--- src/rtl/serial_slave_port.sv ---
// Slave endpoint of the bit-serial bus: deserialises address/write data, drives one
// memory strobe, serialises read data back. Optional RX stall timeout: SERIAL_SLAVE_PORT_TIMEOUT_EN.
//
// state     | meaning
// IDLE      | waiting for first valid bit of a frame, slave_ready=1
// RX_ADDR   | shifting in address bits
// RX_DATA   | shifting in write-data bits
// WRITE     | one-cycle mem_we
// READ_WAIT | waiting READ_LATENCY cycles after mem_re
// TX_DATA   | shifting read data out while bus_ready=1
module serial_slave_port #(
  parameter int ADDR_WIDTH   = 12,
  parameter int DATA_WIDTH   = 8,
  parameter int MEM_DEPTH    = 4096,
  parameter int READ_LATENCY = 1,
  parameter int TIMEOUT      = 64
) (
  input  logic                  clk,
  input  logic                  reset,
  input  logic                  bus_address,
  input  logic                  bus_data,
  input  logic                  bus_valid,
  input  logic                  bus_write_en,
  input  logic                  bus_ready,
  output logic                  slave_ready,
  output logic                  slave_data_out,
  output logic                  slave_valid_out,
  output logic [ADDR_WIDTH-1:0] mem_addr,
  output logic [DATA_WIDTH-1:0] mem_wdata,
  output logic                  mem_we,
  output logic                  mem_re,
  input  logic [DATA_WIDTH-1:0] mem_rdata,
  output logic                  frame_error
);

  localparam int CNT_MAX = (ADDR_WIDTH > DATA_WIDTH) ? ADDR_WIDTH : DATA_WIDTH;
  localparam int CNT_W   = $clog2(CNT_MAX + 1);
  localparam int LAT_W   = $clog2(READ_LATENCY + 1);

  typedef enum logic [2:0] {IDLE, RX_ADDR, RX_DATA, WRITE, READ_WAIT, TX_DATA} state_e;

  state_e                state_q, state_d;
  logic [ADDR_WIDTH-1:0] addr_q, addr_d;
  logic [DATA_WIDTH-1:0] data_q, data_d;
  logic [CNT_W-1:0]      cnt_q, cnt_d;
  logic [LAT_W-1:0]      lat_q, lat_d;
  logic                  write_q, write_d;
  logic                  re_q, re_d;
  logic                  addr_done;
  logic                  abort;

  function automatic logic out_of_range(input logic [ADDR_WIDTH-1:0] a);
    return {1'b0, a} >= (ADDR_WIDTH+1)'(MEM_DEPTH);
  endfunction

`ifdef SERIAL_SLAVE_PORT_TIMEOUT_EN
  localparam int TO_W = $clog2(TIMEOUT + 1);
  logic [TO_W-1:0] stall_q, stall_d;
  logic            rx_state;

  // Down-counter reloads on every valid bit; a stall seen at zero is the TIMEOUT-th one.
  always_comb begin
    rx_state = (state_q == RX_ADDR) || (state_q == RX_DATA);
    abort    = rx_state && !bus_valid && (stall_q == '0);
    stall_d  = stall_q;
    if (bus_valid || !rx_state) stall_d = TO_W'(TIMEOUT - 1);
    else if (stall_q != '0)     stall_d = stall_q - TO_W'(1);
  end

  always_ff @(posedge clk) begin
    if (reset) stall_q <= TO_W'(TIMEOUT - 1);
    else       stall_q <= stall_d;
  end
`else
  logic unused_timeout;
  assign unused_timeout = ^(32'(TIMEOUT));
  assign abort          = 1'b0;
`endif

  always_ff @(posedge clk) begin
    if (reset) begin
      state_q <= IDLE;
      addr_q  <= '0;
      data_q  <= '0;
      cnt_q   <= '0;
      lat_q   <= '0;
      write_q <= 1'b0;
      re_q    <= 1'b0;
    end else begin
      state_q <= state_d;
      addr_q  <= addr_d;
      data_q  <= data_d;
      cnt_q   <= cnt_d;
      lat_q   <= lat_d;
      write_q <= write_d;
      re_q    <= re_d;
    end
  end

  always_comb begin
    state_d   = state_q;
    addr_d    = addr_q;
    data_d    = data_q;
    cnt_d     = cnt_q;
    lat_d     = lat_q;
    write_d   = write_q;
    re_d      = 1'b0;
    addr_done = 1'b0;
    case (state_q)
      IDLE: if (bus_valid) begin
        write_d   = bus_write_en;
        addr_d    = ADDR_WIDTH'(bus_address);
        cnt_d     = CNT_W'(1);
        state_d   = RX_ADDR;
        addr_done = (ADDR_WIDTH == 1);
      end
      RX_ADDR: if (abort) begin
        state_d = IDLE;
      end else if (bus_valid) begin
        addr_d    = ADDR_WIDTH'({addr_q, bus_address});
        cnt_d     = cnt_q + CNT_W'(1);
        addr_done = (cnt_q == CNT_W'(ADDR_WIDTH - 1));
      end
      RX_DATA: if (abort) begin
        state_d = IDLE;
      end else if (bus_valid) begin
        data_d = DATA_WIDTH'({data_q, bus_data});
        cnt_d  = cnt_q + CNT_W'(1);
        if (cnt_q == CNT_W'(DATA_WIDTH - 1)) state_d = WRITE;
      end
      WRITE: state_d = IDLE;
      READ_WAIT: if (lat_q == '0) begin
        data_d  = out_of_range(addr_q) ? '0 : mem_rdata;
        cnt_d   = '0;
        state_d = TX_DATA;
      end else begin
        lat_d = lat_q - LAT_W'(1);
      end
      TX_DATA: if (bus_ready) begin
        data_d = DATA_WIDTH'({data_q, 1'b0});
        cnt_d  = cnt_q + CNT_W'(1);
        if (cnt_q == CNT_W'(DATA_WIDTH - 1)) state_d = IDLE;
      end
      default: state_d = IDLE;
    endcase
    // mem_re is registered so it lines up with the fully assembled address.
    if (addr_done) begin
      cnt_d = '0;
      if (write_d) begin
        state_d = RX_DATA;
      end else begin
        state_d = READ_WAIT;
        lat_d   = LAT_W'(READ_LATENCY);
        re_d    = !out_of_range(addr_d);
      end
    end
  end

  always_comb begin
    slave_ready     = (state_q == IDLE);
    slave_valid_out = (state_q == TX_DATA) && bus_ready;
    slave_data_out  = (state_q == TX_DATA) && data_q[DATA_WIDTH-1];
    mem_we          = (state_q == WRITE) && !out_of_range(addr_q);
    mem_re          = re_q;
    mem_addr        = addr_q;
    mem_wdata       = data_q;
    frame_error     = abort;
  end

endmodule

--- config.mk ---
export PLATFORM = sky130hd
export DESIGN_NAME = serial_slave_port
export DESIGN_NICKNAME = d
export VERILOG_FILES = /design/src/rtl/serial_slave_port.sv
export SDC_FILE = /design/constraint.sdc
export NUM_CORES = 1
export LEC_CHECK = 0
export ABC_CLOCK_PERIOD_IN_PS = 3900
export CAP_MARGIN = 25
export CELL_PAD_IN_SITES_DETAIL_PLACEMENT = 1
export CELL_PAD_IN_SITES_GLOBAL_PLACEMENT = 2
export CORE_UTILIZATION = 30
export CTS_BUF_LIST = sky130_fd_sc_hd__clkbuf_4 sky130_fd_sc_hd__clkbuf_8 sky130_fd_sc_hd__clkbuf_16
export CTS_CLUSTER_SIZE = 24
export DETAILED_ROUTE_END_ITERATION = 8
export HOLD_SLACK_MARGIN = 0.15
export PLACE_DENSITY = 0.93
export REMOVE_ABC_BUFFERS = 1
export SLEW_MARGIN = 25
export SYNTH_ARGS = -nofsm -noshare
export SYNTH_HDL_FRONTEND = slang
export SYNTH_SLANG_ARGS = --single-unit
--- constraint.sdc ---
create_clock -name clk -period 3.9 [get_ports clk]
set_input_delay 0.39 -clock clk [delete_from_list [all_inputs] [get_ports clk]]
set_output_delay 0.39 -clock clk [all_outputs]
set_load 0.005 [all_outputs]
## After elaboration in Yosys (flattened, before gate mapping)

Index checks and enable logic that the tools add are counted.

- Add/subtract/negate cells: 2
- Equality and inequality tests: 20
- Multiplexer cells: 30
- Bitwise logic cells: 1
- Reductions and logical operators: 13

Operator list:

| cell | number |
|---|---|
| two-way mux 12 bit | 2 |
| two-way mux 3 bit | 8 |
| two-way mux 8 bit | 3 |
| case mux 12 bit (2 select lines) | 1 |
| case mux 8 bit (3 select lines) | 1 |
| two-way mux 4 bit | 4 |
| case mux 4 bit (4 select lines) | 1 |
| != test 3 bit, second input constant | 5 |
| case mux 3 bit (5 select lines) | 1 |
| != test 2 bit, second input constant | 6 |
| two-way mux 1 bit | 9 |
| AND reduction 7 bit | 1 |
| == test 3 x 2 -> 1 bit, second input constant | 2 |
| == test 3 bit, second input constant | 2 |
| OR reduction 2 bit | 3 |
| AND reduction 5 bit | 1 |
| adder 4 x 1 -> 4 bit, second input constant | 1 |
| == test 4 x 3 -> 1 bit, second input constant | 1 |
| == test 4 bit, second input constant | 1 |
| AND reduction 4 bit | 1 |
| nonzero test 4 bit | 1 |
| == test 3 x 1 -> 1 bit, second input constant | 1 |
| zero test 3 bit | 1 |
| != test 3 x 2 -> 1 bit, second input constant | 1 |
| 7 further kinds | 8 |

- Bits in registers: 30
- Bits of input ports: 15
- Output and inout port bits: 26
- Word-level logic and storage cells: 73

## Longest topological paths before layout

- Depth in word-level cells: 5
- Gate-level depth with buffers: 6
- Depth with buffers taken out: 5

## Worst setup path after synthesis

Ideal clock, no wire load.

- Path kind: register to register
- Start point: register state_q[1]
- End point: register cnt_q[0]
- Setup time: 0.120 ns
- Arrival: 1.435 ns
- Data required time: 3.780 ns
- Path slack: 2.345 ns
- Stages on the path, launching flop included: 6
- Path buffers: 1
- Clock period less this slack: 1.555 ns
- Cells stage by stage: dfxtp_1 > buf_6 > or3b_1 > a21o_1 > and3_1 > o31a_1

- Longest elaborated chain between the ends: 4
- Elaborated cells between the ends (all ways): 15

RTL lines:

| item | RTL line | RTL |
|---|---|---|
| from (decl) | 42 | `state_e state_q, state_d;` |
| from (signal assigned) | 90 | `state_q <= state_d;` |
| == test 3 x 2 -> 1 bit / == test 3 x 1 -> 1 bit (equally long branches) | 109 | `case (state_q)` |
| OR reduction 2 bit (no source line) | - |  |
| != test 2 x 1 -> 1 bit (no source line) / nonzero test 4 bit (equally long branches) | - |  |
| AND reduction 5 bit (no source line) | - |  |
| to (signal assigned) | 93 | `cnt_q <= cnt_d;` |
| to (decl) | 45 | `logic [CNT_W-1:0] cnt_q, cnt_d;` |

Parallel ways exist; a longest one is shown, timed or not.
A chain may end at the register's enable or synchronous reset.

## Worst setup path in the final report

- Start point: register state_q[1]
- End point: output port slave_data_out

- Longest elaborated chain between the ends: 2

RTL lines:

| item | RTL line | RTL |
|---|---|---|
| == test 3 bit | 162 | `slave_data_out = (state_q == TX_DATA) && data_q[DATA_WIDTH-1];` |
| logical AND 1 bit | 162 |  |
| to (decl) | 26 | `output logic slave_data_out,` |

Every way passes these cells.

==> impl_results.md <==
* Clock Skews at 5.35 ps
* Vias in the first global route at 1348
* Min-Delay Path Class: reg2reg
* Setup crit end kind: output pin
* Detailed placer's ending HPWL at 2590 µm
* H-tree levels at 2
* Max VDD drop at 0.324 mV
* Core Area at 4790 µm²
* Synth top area cells: dfxtp_1 40%, mux2i_1 6.6%, nor2_1 6.2%, a22oi_1 6.0%, a211oi_1 5.0%
* Met3 Wirelength at 166 µm
* Outcome: complete, no violations
* EDFF count, synth at 0
* Largest net degree at the start of global routing at 29
* Seq pwr share at 36.4%
* Setup CP Type: reg2out
* GRT overflow at 0
* Vias per std cell at 5.00
* Cells along the critical path: nand2b_1, nor3_1, clkdlybuf4s50_1
* Fin crit period at 2310 ps
* Final cell count without fillers at 271
* Area Overhead vs Synth at 34.1%
* Hold buffer count at cts at 0
* Die height at 72.9 µm
* # IOs at 41
* RSZ-0062 raised after global routing: no
* Worst-path maximum fanout at 20
* Nets at 219
* DR vias at 1356
* Cell variety after synth at 45
* CTS clk-pin slew, worst paths at 70 ps
* Wire length per cell at 14.0 µm
* Worst Setup Start Kind: flip-flop
* Die ar. at 5310 µm²
* CTS tree: built
* Min Hold Slack at 488 ps
* Ratio of cells with drive above 1 in the final layout at 7.35%
* Switching power share of the total at 35.8%
* Dpl cell area at 1930 µm²
* Arr. time, crit path at 1920 ps
* Number of fill cells at 572
* Inst Count DP at 263
* Clock power share at 23.7%
* Worst slew margin at 52.8%
* Initial Util at 31.5%
* Number of diodes at 0
* IO Port Bufs at 39
* CP peak stage delay at 780 ps
* Power per standard cell area at 558 nW/µm²
* Row cnt at 25
* DRT iter0 DRCs at 54
* Remaining DRCs at 0
* #FFs+latches synth at 30
* Netlist Area Pre-Place at 1510 µm²
* Post-CTS resize count at 0
* Deepest clock path buffer count at 2
* Period utilisation layout at 59.1%
* Final Setup Violations at 0
* Commonest register cell after synthesis: dfxtp_1
* Final GP Congestion at 0.708
* Num Clock Sinks at 30
* Synth area leader: dfxtp_1
* Warnings, synthesis at 0
* Max-cap violations at 0
* P_leak at 0.677 nW
* Sw Pwr at 0.403 mW
* Wl on met1 at 1810 µm
* Pwr Total at 1.13 mW
* Pre-antenna DRT Iters at 4
* Most frequent cells after synthesis: 30 x dfxtp_1, 25 x nor2_1, 12 x a22oi_1
* Setup Fix Bufs, Post-CTS at 0
* Die Span X at 72.9 µm
* Final TNS setup at 0 ps
* Count leader, synth: dfxtp_1
* Internal power at 0.724 mW
* Max Used Layer: met4
* Mapped Avg Cell Area at 8.97 µm²
* Yosys top cell area share at 39.9%
* Final hold vios at 0
* Synth Instances at 168
* Top achievable clock speed at 0.434 GHz
* Met2 WL post-DR at 1750 µm
* Worst slew pin tran at 707 ps
* Critical path data required time at 3510 ps
* Routed WL at 3780 µm
* DRT antenna net count at 0
* Final core occ at 42.2%
* Synth async-reset ratio at 0%
* Critical path's top delay family: flip-flops
* Place WS at 1700 ps
* Global Route Usage Sum at 15.6%
* Slew Viols, Final at 0
* Final setup margin at 1590 ps
* Design area at 2020 µm²
* Crit-path slowest cell: dfxtp_1
* Comb power frac at 39.9%
* Initial antenna violation count at 0
* Cts bufs inserted at 5
* Clock latency on the worst-skew pair at 280 ps
* Crit path buffers/inverters at 1
* First-pass GRT wire length at 6320 µm
* CTS root buffer: clkbuf_8
* Sequential-to-total area share from yosys stat at 39.9%
worst paths after layout:
path,depth (start not counted),from,end,slack (ps)
max,3,state_q[1],slave_data_out,1590
max reg2reg,4,state_q[1],mem_wdata[1],1950
min,2,lat_q,lat_q,490
min reg2reg,2,lat_q,lat_q,490
worst min-delay path, delay by kind of cell, from the launching register on:
family | cells | cell delay, ps
AO/OA/AOI/OAI | 1 | 50
flip-flops | 1 | 330
AND/OR/NAND/NOR | 1 | 60
sequential cells by signal (all words and copies together), names as in the netlist:
| signal | flops |
|---|---|
| mem_re | 1 |
| lat_q | 1 |
| state_q | 3 |
| mem_wdata | 8 |
| cnt_q | 4 |
| mem_addr | 12 |
| write_q | 1 |
power groups by stage:
stage	Sequential, mW	Combinational [mW]	Clock, mW
floorplan	0.423	0.267	0
finish	0.410	0.450	0.267
detailed placement	0.416	0.454	0
global route	0.419	0.497	0.289
CTS	0.411	0.456	0.279
global placement	0.415	0.448	0
kinds of logic after synthesis:
logic type	Yosys count	synth area share, %
simple gates	63	23.6
compound gates	47	23.0
flops	30	39.9
buf+inv	15	5.15
mux	10	6.64
fa+ha+maj	2	1.49
other cells	1	0.249
per-layer routing:
layer / up-vias / track usage [%]
li1: 686 / -
met1: 634 / 20.0
met2: 30 / 24.8
met3: 6 / 4.42
met4: 0 / 5.88
met5: - / 0
layout by cell type, fill, tap and decap left out, drive strengths merged, types with 2 or more instances in the layout:
cell,Yosys,layout
a211oi,10,10
a21o,2,2
a21oi,10,10
a22oi,12,12
a31oi,2,2
and3,2,2
buf,9,2
clkbuf,4,7
clkdlybuf4s50,0,39
dfxtp,30,30
inv,2,2
mux2i,10,10
nand2,6,6
nand2b,6,6
nand3,3,3
nand3b,2,2
nor2,25,25
nor2b,3,3
nor3,4,4
nor3b,2,2
o211ai,2,2
o21ai,2,2
o31a,2,2
or3b,2,2
cell type report:
cell class	count	area, µm²	area share, %
sequential	30	601	29.7
clock inverter	1	5.00	0.248
timing repair buffer	41	405	20.1
tap	67	83.8	4.15
inverter	2	7.51	0.372
multi-input combinational	123	828	41.0
clock buffer	7	90.1	4.46
Note: power is estimated with default switching activity, not from simulation.
